### src/rtl/demultiplexor_tdm.sv
// Four-slot time-division demultiplexer: collects sync-tagged frames into shadow
// registers and publishes them atomically. Define DEMUX_TIMEOUT_EN to abort stalled frames.
module demultiplexor_tdm #(
    parameter int WIDTH   = 4,
    parameter int TIMEOUT = 15
) (
    input  logic             i_Clk,
    input  logic             i_Rst,
    input  logic [WIDTH-1:0] i_Dato,
    input  logic             i_Valido,
    input  logic             i_Sync,
    output logic [WIDTH-1:0] o_Datos_0,
    output logic [WIDTH-1:0] o_Datos_1,
    output logic [WIDTH-1:0] o_Datos_2,
    output logic [WIDTH-1:0] o_Datos_3,
    output logic [1:0]       o_Sel,
    output logic             o_Listo,
    output logic             o_Error
);

    typedef enum logic {HUNT = 1'b0, COLLECT = 1'b1} state_t;

    state_t                  state, state_nxt;
    logic [1:0]              slot, slot_nxt;
    logic [2:0][WIDTH-1:0]   shadow, shadow_nxt;
    logic [3:0][WIDTH-1:0]   datos, datos_nxt;
    logic                    listo, listo_nxt;
    logic                    error, error_nxt;
    logic                    timeout_hit;

`ifdef DEMUX_TIMEOUT_EN
    // Counter only needs to reach TIMEOUT-1; the edge that would reach TIMEOUT aborts instead.
    localparam int CNT_W = (TIMEOUT > 1) ? $clog2(TIMEOUT) : 1;

    logic [CNT_W-1:0] idle_cnt, idle_cnt_nxt;

    always_comb begin
        idle_cnt_nxt = '0;
        timeout_hit  = 1'b0;
        if (state == COLLECT && !i_Valido) begin
            if (idle_cnt == CNT_W'(TIMEOUT - 1))
                timeout_hit = 1'b1;
            else
                idle_cnt_nxt = idle_cnt + 1'b1;
        end
    end

    always_ff @(posedge i_Clk or posedge i_Rst) begin
        if (i_Rst) idle_cnt <= '0;
        else       idle_cnt <= idle_cnt_nxt;
    end
`else
    logic unused_timeout;
    assign unused_timeout = ^TIMEOUT;
    assign timeout_hit    = 1'b0;
`endif

    always_comb begin
        state_nxt  = state;
        slot_nxt   = slot;
        shadow_nxt = shadow;
        datos_nxt  = datos;
        listo_nxt  = 1'b0;
        error_nxt  = 1'b0;
        case (state)
            HUNT: begin
                // Words without sync while hunting are dropped silently.
                if (i_Valido && i_Sync) begin
                    shadow_nxt[0] = i_Dato;
                    slot_nxt      = 2'd1;
                    state_nxt     = COLLECT;
                end
            end
            COLLECT: begin
                if (i_Valido) begin
                    if (i_Sync) begin
                        // Early sync: drop the partial frame, restart on this word.
                        error_nxt     = 1'b1;
                        shadow_nxt[0] = i_Dato;
                        slot_nxt      = 2'd1;
                    end else if (slot == 2'd3) begin
                        datos_nxt = {i_Dato, shadow[2], shadow[1], shadow[0]};
                        listo_nxt = 1'b1;
                        slot_nxt  = 2'd0;
                        state_nxt = HUNT;
                    end else begin
                        case (slot)
                            2'd1:    shadow_nxt[1] = i_Dato;
                            default: shadow_nxt[2] = i_Dato;
                        endcase
                        slot_nxt = slot + 2'd1;
                    end
                end else if (timeout_hit) begin
                    error_nxt = 1'b1;
                    slot_nxt  = 2'd0;
                    state_nxt = HUNT;
                end
            end
            default: begin
                slot_nxt  = 2'd0;
                state_nxt = HUNT;
            end
        endcase
    end

    always_ff @(posedge i_Clk or posedge i_Rst) begin
        if (i_Rst) begin
            state  <= HUNT;
            slot   <= 2'd0;
            shadow <= '0;
            datos  <= '0;
            listo  <= 1'b0;
            error  <= 1'b0;
        end else begin
            state  <= state_nxt;
            slot   <= slot_nxt;
            shadow <= shadow_nxt;
            datos  <= datos_nxt;
            listo  <= listo_nxt;
            error  <= error_nxt;
        end
    end

    // slot is held at 0 while hunting, so it doubles as the published selector.
    assign o_Sel     = slot;
    assign o_Datos_0 = datos[0];
    assign o_Datos_1 = datos[1];
    assign o_Datos_2 = datos[2];
    assign o_Datos_3 = datos[3];
    assign o_Listo   = listo;
    assign o_Error   = error;

endmodule

### config.mk
export PLATFORM = sky130hd
export DESIGN_NAME = demultiplexor_tdm
export DESIGN_NICKNAME = d
export VERILOG_FILES = /design/src/rtl/demultiplexor_tdm.sv
export SDC_FILE = /design/constraint.sdc
export NUM_CORES = 1
export LEC_CHECK = 0
export ABC_AREA = 1
export ABC_CLOCK_PERIOD_IN_PS = 2300
export CORE_ASPECT_RATIO = 2
export CORE_UTILIZATION = 54
export DETAILED_ROUTE_END_ITERATION = 16
export PLACE_DENSITY = 0.83
export SLEW_MARGIN = 5
export SYNTH_ARGS = -nofsm -noshare
export SYNTH_HDL_FRONTEND = slang
export SYNTH_SLANG_ARGS = --single-unit
export TNS_END_PERCENT = 10
### constraint.sdc
create_clock -name i_Clk -period 2.3 [get_ports i_Clk]
set_input_delay 0.345 -clock i_Clk [delete_from_list [all_inputs] [get_ports i_Clk]]
set_output_delay 0.345 -clock i_Clk [all_outputs]
set_load 0.02 [all_outputs]
# Yosys cells after proc, flatten, opt, wreduce, memory -nomap -nowiden
# Cells that the tools add are included.
# Widths: inputs -> output; s select.
# totals
reg_bits	33
out_inout_bits	20
word_cells	48
# op_classes
addsub	1
eq_ne	5
muxes	21
reduce_logical	6
bitwise	4
# ops
operator	count
$mux 4	3
$mux 1	11
$reduce_and 5->1	2
$mux 2	4
$pmux 4 s2	1
$ne 2x2->1 const B	3
$not 1->1	4
$pmux 2 s2	1
$reduce_and 4->1	1
$reduce_and 3->1	1
$add 2x1->2 const B	1
$eq 2x1->1 const B	1
$eq 2x2->1 const B	1
$pmux 1 s2	1
$reduce_and 2->1	1
$logic_and 1x1->1	1

# Logic depth before layout (Yosys ltp)
# Gate-level depths: netlist of run 1.
# logic_depth
depth_word	5
mapped_depth	7
ltp_nobuf	6

# Worst setup path before layout of run 1
# Ideal clock, no wire load.
# synth_path
kind	reg-to-reg
startpoint	reg slot[0] (netlist: o_Sel[0])
endpoint	reg datos, in the netlist o_Datos_2[3]
path_slack_ps	942
t_arrival_ps	1284
synth_period_minus_slack_ps	1358
stages_incl_launch_ff	8
required_ps	2226
path_cell_list	dfrtp_1 -> ha_1 -> nand2_2 -> clkinv_1 -> nand2_4 -> buf_6 -> nand2_2 -> o21ai_2
# synth_via
elab_chain_len	2
# synth_lines
item	line_no	text
from (decl)	24	logic [1:0] slot, slot_nxt;
from (signal assigned)	116	slot <= slot_nxt;
$eq 2x2->1	81	end else if (slot == 2'd3) begin
$reduce_and 4->1 (no source line)	--	
to (signal assigned)	118	datos <= datos_nxt;
to (decl)	26	logic [3:0][WIDTH-1:0] datos, datos_nxt;
# No other way between the ends.
# A chain may end at the register's enable or synchronous reset.

# Worst setup path after layout of run 1
# layout_path
startpoint	reg slot[0] (netlist: o_Sel[0])
endpoint	out o_Sel[0]
# layout_rtl
item	line_no	text
to (decl)	16	output logic [1:0] o_Sel,
# No word-level cell between the ends.

==> results.md, run 1 <==
Setup path:
- The startpoint-to-endpoint class of the critical path is flop to output pin.
- Traced cell by cell, the critical path runs through clkdlybuf4s50_1.
- The slowest cell on the critical path is clkdlybuf4s50_1.
- The worst stage delay on the critical path is 0.63 ns.
- The arrival time reported for the critical path endpoint is 1.33 ns.
- The category of the worst setup path capture point is an output pin.
- The category of cells accounting for the largest share of critical-path delay is buffers and inverters.
- At the worst endpoint, the required time is 1.96 ns.
- STA classifies the critical path startpoint as a flop.
- Along the worst path, the maximum fanout reaches 5.
- The worst path buffer plus inverter count is 1.

Clock tree:
- In this run, post-CTS repair resized a total of 0 instances.
- The number of buffers on the longest clock path is 2.
- CTS placed an instance of clkbuf_8 at the clock tree root.
- The TritonCTS sink count is 33.
- Clock tree synthesis inserted a total of 5 buffers.
- The clock edge transition at the registers on the reported setup and hold paths is 0.06 ns.
- The clock tree synthesis step divided the H-tree into 2 levels.
- In this run the post-CTS setup repair buffer count came out at 0.
- The count of hold-fix buffers inserted at cts is 0.
- The TritonCTS clock tree is yes.
- Clock latency on the worst-skew pair, taken at its later pin, is 0.27 ns.

Floorplanning:
- The initial utilization of the core area, before any placement, comes to 0.5680.
- The I/O pin count is 28.
- The placeable core area is approximately 2500 µm².
- Measured along the x axis, the die boundary spans 38.53 µm.
- The total number of placement rows is 26.
- The die covers a little under 3000 µm².
- The chip height is 75.07 µm.

Timing:
- The relative max-transition margin is 0.7178.
- For this run, the top clock speed supported by timing is between 500 and 600 MHz.
- Setup repair after global routing left no endpoint under its margin.
- The final number of hold-violating endpoints was 0.
- The tightest hold margin is about 0.46 ns.
- Clock skew on the completed layout was measured at 0.004797 ns.
- The setup-violating endpoint count in the final report is 0.
- The final-layout setup total negative slack is 0 ns.
- The worst path in the final design needs a cycle of between 1.5 and 2 ns, including I/O delays and setup.
- The pin slew with the least headroom to its limit is 0.4229 ns.
- The final-report max-slew violation count is 0.
- The final clock period utilization by the worst path is 0.7284.

Place:
- The congestion estimate from routability-driven global placement came to 0.7569.
- The half-perimeter wire length after detailed placement is between 1500 and 2000 µm.
- The placed instances occupy a cell area of about 1700 µm².
- Port buffering added 27 buffers.

Flow run:
- Across the run, the number of max-cap violations was 0.

GRT:
- The via count of the first global-routing pass is 941.
- The overall routing resource usage is 0.2026.
- The first global-routing pass estimated 3967 µm of wire.
- The pin count of the biggest net entering global routing is 34.
- The initial antenna violation count is 0.
- Global routing finished with a remaining overflow of 0.

Synthesis:
- Counting instances in the post-synthesis netlist gives the leading cell types as nand2_1 (41), dfrtp_1 (33), inv_1 (23).
- The main combinational cell family by area after synthesis is simple AND/OR/NAND/NOR gates.
- The cell count after synthesis is 147.
- The share of synthesized flip-flops with an asynchronous set or reset is 1.000.
- The netlist area before placement is 1441 µm².
- Of the total synthesized cell area, the portion taken by XOR and XNOR cells is 0.
- The number of warnings printed during yosys synthesis is 0.
- The share of synthesized area in the top cell type comes to 0.5729.
- Of the total synthesized cell area, the portion taken by AND, OR, NAND and NOR gates is 0.1979.
- The count of flip-flops with a built-in enable after synthesis is 0.
- The number of nets in the synthesized netlist is 157.
- The number of register bits inferred by synthesis is 33.
- The portion of synthesized area spent on multiplexers is 0.
- In this run the mean area of a mapped cell was 9.805 µm².
- The complex-gate fraction of the synthesized area was 0.1172.
- The leading cell type by number of instances after synthesis is nand2_1.
- The dominant cell type by area after synthesis is dfrtp_1.
- The sequential area share after synthesis is 0.5729.
- The adder-cell share of the synthesized area is 0.01736.
- The count of unique library cells instantiated by Yosys is 17.
- In the post-synthesis netlist, the biggest area contributors are dfrtp_1 (57%), nand2_1 (11%), o21ai_2 (10%).
- The most used flip-flop cell after synthesis is dfrtp_1.

Layout:
- The area growth from synthesis to layout is 24.48%.
- The number of diodes is 0.
- In the final layout, the share of cells above drive strength 1 is 0.1751.
- The area of all placed cells without fillers is 1794 µm².
- Fill cells in the final layout number 210.
- After the last flow step, the layout net total stands at around 190.

Run status:
- The run finished with clean final reports.

Power and ir drop:
- The worst-case vdd ir drop is 688.9 µV.
- Power spread over the standard cell area amounts to 1285 nW/µm².
- Summed over all cells, the static leakage comes to 0.9046 nW.

Routing:
- Summing over every cut layer, the via total after detailed routing is 1,022.
- Dividing the detail-routed wire length by the instance count gives 11.69 µm.
- The count of nets left with antenna violations once routing finished came out at 0.
- Before antenna repair, the detailed router went through 4 iterations.
- The via-per-instance ratio is roughly 5.0.
- For this block, the initial DRC count from the detailed router was 22.
- The routed design has 2396 µm of wire.
- The post-route DRC violation count is 0.

Hold path:
- The class of the tightest hold or removal check is primary input to asynchronous set/reset pin.
-- metal layers --
layer,vias up,global-route usage,part of all wire
met5,-,0,0
met4,0,0.1149,0.020
met3,6,0.04720,0.034
met2,26,0.3519,0.57
met1,476,0.2121,0.38
li1,514,-,-
-- worst register-to-register path, delay by kind of cell, from the launching register on --
family	cells	cell delay, ns
DFF	1	0.43
buffers and inverters	1	0.09
and+or+nand+nor	3	0.57
AOI/OAI and AO/OA	1	0.08
adders and majority gates	1	0.30
-- where the power goes --
part           switching (mW)  internal (mW)  leakage (nW)
registers               0.129          0.802         0.420
logic                   0.525          0.427         0.440
clock network           0.185          0.237        0.0443
-- cell families after synthesis --
kind of cell    after synthesis
simple gates                 62
compound gates               21
fa+ha+maj                     2
flops                        33
buf+inv                      29
-- area by class of cell --
cell class / instances / area [µm²] / share of cell area
Clock buffer: 7 / 86.33 / 0.04812
Inverter: 24 / 90.09 / 0.05021
Multi-Input combinational cell: 85 / 479.2 / 0.2671
Sequential cell: 33 / 825.8 / 0.4603
Tap cell: 28 / 35.03 / 0.01953
Timing Repair Buffer: 28 / 277.8 / 0.1548
-- flip-flops by register name (all words and copies together) (netlist names) --
register	cells
o_Sel	2
o_Listo	1
o_Datos_1	4
state	1
shadow	12
o_Datos_3	4
o_Datos_2	4
o_Error	1
o_Datos_0	4
-- through the flow --
| step | setup WS, ns | total power, mW | utilization | instances |
|---|---|---|---|---|
| after CTS | 0.6231 | 2.331 | 0.7071 | 205 |
| after global placement | 0.6338 | 1.865 | 0.6731 | 198 |
| after floorplan | 0.9420 | 1.533 | - | 147 |
| final | 0.6248 | 2.306 | 0.7071 | 205 |
| after global routing | 0.5613 | 2.468 | 0.7071 | 205 |
| after detailed placement | 0.5543 | 1.905 | 0.6731 | 198 |
-- path summary, 6_finish.rpt --
path                                       start                        to  slack [ns]  cells past startpoint
max                         o_Sel[0]$_DFFE_PP0P_                  o_Sel[0]        0.62                      1
min                                        i_Rst  o_Datos_0[3]$_DFFE_PP0P_        0.46                      3
max reg2reg                 o_Sel[0]$_DFFE_PP0P_  o_Datos_1[3]$_DFFE_PP0P_        0.75                      6
min reg2reg                shadow[8]$_DFFE_PP0P_     shadow[8]$_DFFE_PP0P_        0.47                      2
max in group asynchronous                  i_Rst  o_Datos_1[3]$_DFFE_PP0P_        1.56                      3
min in group i_Clk         shadow[8]$_DFFE_PP0P_     shadow[8]$_DFFE_PP0P_        0.47                      2
-- layout by cell type, fill, tap and decap left out, drive strengths merged --
cell type	n
nand4	8
nand3	4
nand2	46
clkdlybuf4s50	27
ha	2
nor2	4
clkbuf	7
dfrtp	33
clkinv	1
inv	23
o21ai	21
buf	1
Power figures use the tool's default switching activity.
==> run 2: changes to the inputs <==
ABC_CLOCK_PERIOD_IN_PS = 1550   (was 2300)
CORE_UTILIZATION = 50   (was 54)
PLACE_DENSITY = 0.77   (was 0.83)
clock period = 1.55 ns   (was 2.3 ns; I/O delays follow)
==> run 2 against run 1 <==
  * Combinational power rose by 53%
  * Critical path depth did not move
  * Count of clock-buffer cells in the layout did not move
  * Routed wire length rose by 8.6%
  * Largest cell class unchanged
  * Cell count rose by 3.9%
  * Highest routed layer unchanged
  * Sequential power rose by 49%
  * Non-clock buffer count rose by 6
  * Register-to-register slack got worse by 0.57 ns
  * Global-route usage rose by 0.35 points
  * Critical endpoint is now o_Datos_3[0]
  * Core utilization fell by 2.1 points
==> results.md, run 2 (synthesized netlist as in run 1, its figures left out) <==
GRT:
- The initial antenna violation count is 0.
- The via count of the first global-routing pass came to 1,045.
- The pin count of the biggest net entering global routing is 34.
- The first-pass GRT wire length is 4478 µm.
- Across every metal layer, demand over resource in global routing totals 0.2062.
- The total congestion overflow after global routing is 0.

Layout:
- Across the whole layout, storage elements account for a little over 800 µm².
- The total of fill cells in the finished design is 213.
- From synthesis to final layout, the design area changed by 30.30%.
- In the final layout, the share of cells above drive strength 1 is 0.2120.
- The repair_antennas step left the layout with diodes totalling 0.
- The finished layout holds 213 standard cells, fillers aside.
- The top cell types in the final layout, fill and taps aside, are nand2_1 (41), dfrtp_1 (33), clkdlybuf4s50_1 (25).
- The area of all placed cells without fillers is between 1500 and 2000 µm².
- The register with the most flip-flops in the layout has 12 of them.
- The most flop-heavy register is shadow.
- The net count of the finished layout is between 150 and 200.
- The combined area of the multi-input logic cells is 479.2 µm².
- The commonest non-fill, non-tap cell in the layout is nand2_1.
- For this run, the share of the core covered by cells in the final layout is 0.6863.

Setup path:
- The critical path depth is 1.
- The category of the worst setup path capture point is an output pin.
- The largest single stage delay on the critical path is 0.61 ns.
- The setup path with the least slack is of type flop to output pin.
- The critical path starts at o_Datos_3[0]$_DFFE_PP0P_.
- The setup check on the worst reg-to-reg path leaves a slack of 0.18 ns.
- The category of cells accounting for the largest share of critical-path delay is buffers and inverters.
- The type of origin of the critical path is a flop.
- Traced cell by cell, the critical path runs through clkdlybuf4s50_1.
- The arrival time reported for the critical path endpoint is 1.26 ns.
- The required time of the worst setup path is 1.32 ns.
- The slowest cell on the critical path is clkdlybuf4s50_1.
- The startpoint identified for the worst register-to-register timing path is o_Sel[0]$_DFFE_PP0P_.
- The endpoint of the worst setup timing path is o_Datos_3[0].
- The highest net fanout along the worst path is 2.
- The capture point of the worst reg-to-reg path is o_Datos_1[1]$_DFFE_PP0P_.
- Counting both buffers and inverters, the worst setup path holds a total of 1.
- For the worst flop-to-flop path, the logic depth is 7.

Clock tree:
- The cell chosen for the clock root is clkbuf_8.
- At the later pin of the worst-skew pair, clock insertion delay measures 0.28 ns.
- Clock tree synthesis inserted a total of 5 buffers.
- In this run the deepest clock path goes through 2 buffers.
- TritonCTS built the clock tree.
- After clock tree synthesis, the clock-pin slew on the worst setup and hold paths is 0.07 ns.
- The clock drives 33 sinks.
- The H-tree was split into 2 levels.
- Post-CTS timing repair inserted 0 buffers for setup.

Routing:
- The detailed router's first-iteration violation count is 33.
- The detailed-route wire length per cell is around 12 µm.
- The routed wire length is 2602 µm.
- The final route contains between 1,000 and 1,500 vias.
- The via-per-instance ratio is 4.958.
- After detailed routing, the number of remaining DRC violations is 0.
- The number of detailed-routing iterations run before antenna repair is 4.
- The number of nets with antenna violations after detailed routing is 0.

Power and ir drop:
- The sum of internal, switching and leakage power is 3.549 mW.
- Dividing total power by cell area gives a power density of 1890 nW/µm².
- The worst-case IR drop observed on VDD is 1070 µV.
- The reported leakage power is between 0.9 and 1 nW.

Floorplanning:
- The effective utilization at floorplan is 0.5267.
- The area enclosed by the die boundary is 3114 µm².
- The floorplan step set the die width to roughly 40 µm.
- The floorplan step set the die height to 77.93 µm.
- For this design the top-level I/O count stands at 28.
- The region available for standard cell placement spans ~2700 µm².
- After floorplanning, the core was divided into 27 placement rows.

Place:
- Once placement completed, the tool counted placed cells totaling 205.
- The placed instances occupy a cell area of 1779 µm².
- Summed over all nets, the half-perimeter wirelength after detailed placement is between 1500 and 2000 µm.
- Before CTS, the worst setup slack after placement is 0.1088 ns.
- The number of port buffers is 27.
- The weighted congestion at the end of routability-driven global placement is 0.7600.

Timing:
- Setup repair after global routing left no endpoint under its margin.
- Timing would allow up to 671.5 MHz.
- The relative max-transition margin is 0.7308.
- The post-route worst setup slack is just over 0.06 ns.
- The setup-violating endpoint count in the final report is 0.
- The final clock period utilization by the worst path is 0.9608.
- The final number of hold-violating endpoints is 0.
- For the finished layout, the period the worst path requires is 1.489 ns.
- For the pin with the worst max-slew slack, the measured transition is about 0.40 ns.
- Setup total negative slack on the finished layout was measured at 0 ns.
- The final-report max-slew violation count came to 0.
- On the final layout, the worst clock skew is approximately 0.004 ns.
- Final hold analysis gives a worst-case slack of between 0.3 and 0.4 ns.

Run status:
- The flow ran to the end, and the final reports show no timing, DRC or antenna violations.

Flow run:
- The max capacitance violation total is 0.

Hold path:
- The class of the tightest hold or removal check is primary input to asynchronous set/reset pin.
-- run 2: cell types whose count changed in the layout (fill, tap and decap cells not counted) --
cell	delta
buf_12	+2
clkbuf_8	+1
dlygate4sd2_1	+2
clkdlybuf4s50_1	-2
buf_4	+4
clkbuf_1	-1
clkinv_2	+1
-- run 2: power breakdown --
group	switching, mW	internal (mW)
sequential	0.196	1.19
clock	0.303	0.401
combinational	0.799	0.660
total	1.30	2.25
-- run 2: per-layer routing --
metal | share of wire | global-route usage | vias up
met5 | 0 | 0 | -
met2 | 0.57 | 0.3435 | 25
met4 | 0.015 | 0.08276 | 0
met3 | 0.035 | 0.06000 | 4
li1 | - | - | 526
met1 | 0.38 | 0.2272 | 501
-- run 2: final cells by class --
class | instances | share of cell area
tap | 29 | 0.01932
inverter | 24 | 0.04797
clock buffer | 7 | 0.05130
timing repair buffer | 34 | 0.1839
clock inverter | 1 | 0.002665
multi-input combinational | 85 | 0.2552
sequential | 33 | 0.4397
-- run 2: worst min path at each step --
| stage | from | end |
|---|---|---|
| floorplan | i_Rst | o_Datos_0[0]$_DFFE_PP0P_ |
| finish | i_Rst | shadow[2]$_DFFE_PP0P_ |
| detailed placement | shadow[6]$_DFFE_PP0P_ | shadow[6]$_DFFE_PP0P_ |
| global route | i_Rst | shadow[2]$_DFFE_PP0P_ |
| global placement | shadow[5]$_DFFE_PP0P_ | shadow[5]$_DFFE_PP0P_ |
| CTS | i_Rst | o_Datos_3[0]$_DFFE_PP0P_ |
-- run 2: repair_timing --
item	CTS	global route
hold buffers	0	0
setup endpoints to repair	2	0
resized for setup	2	0
-- run 2: worst min-delay path, delay by kind of cell --
kind     cells  cell delay, ns
buf+inv      3            0.80
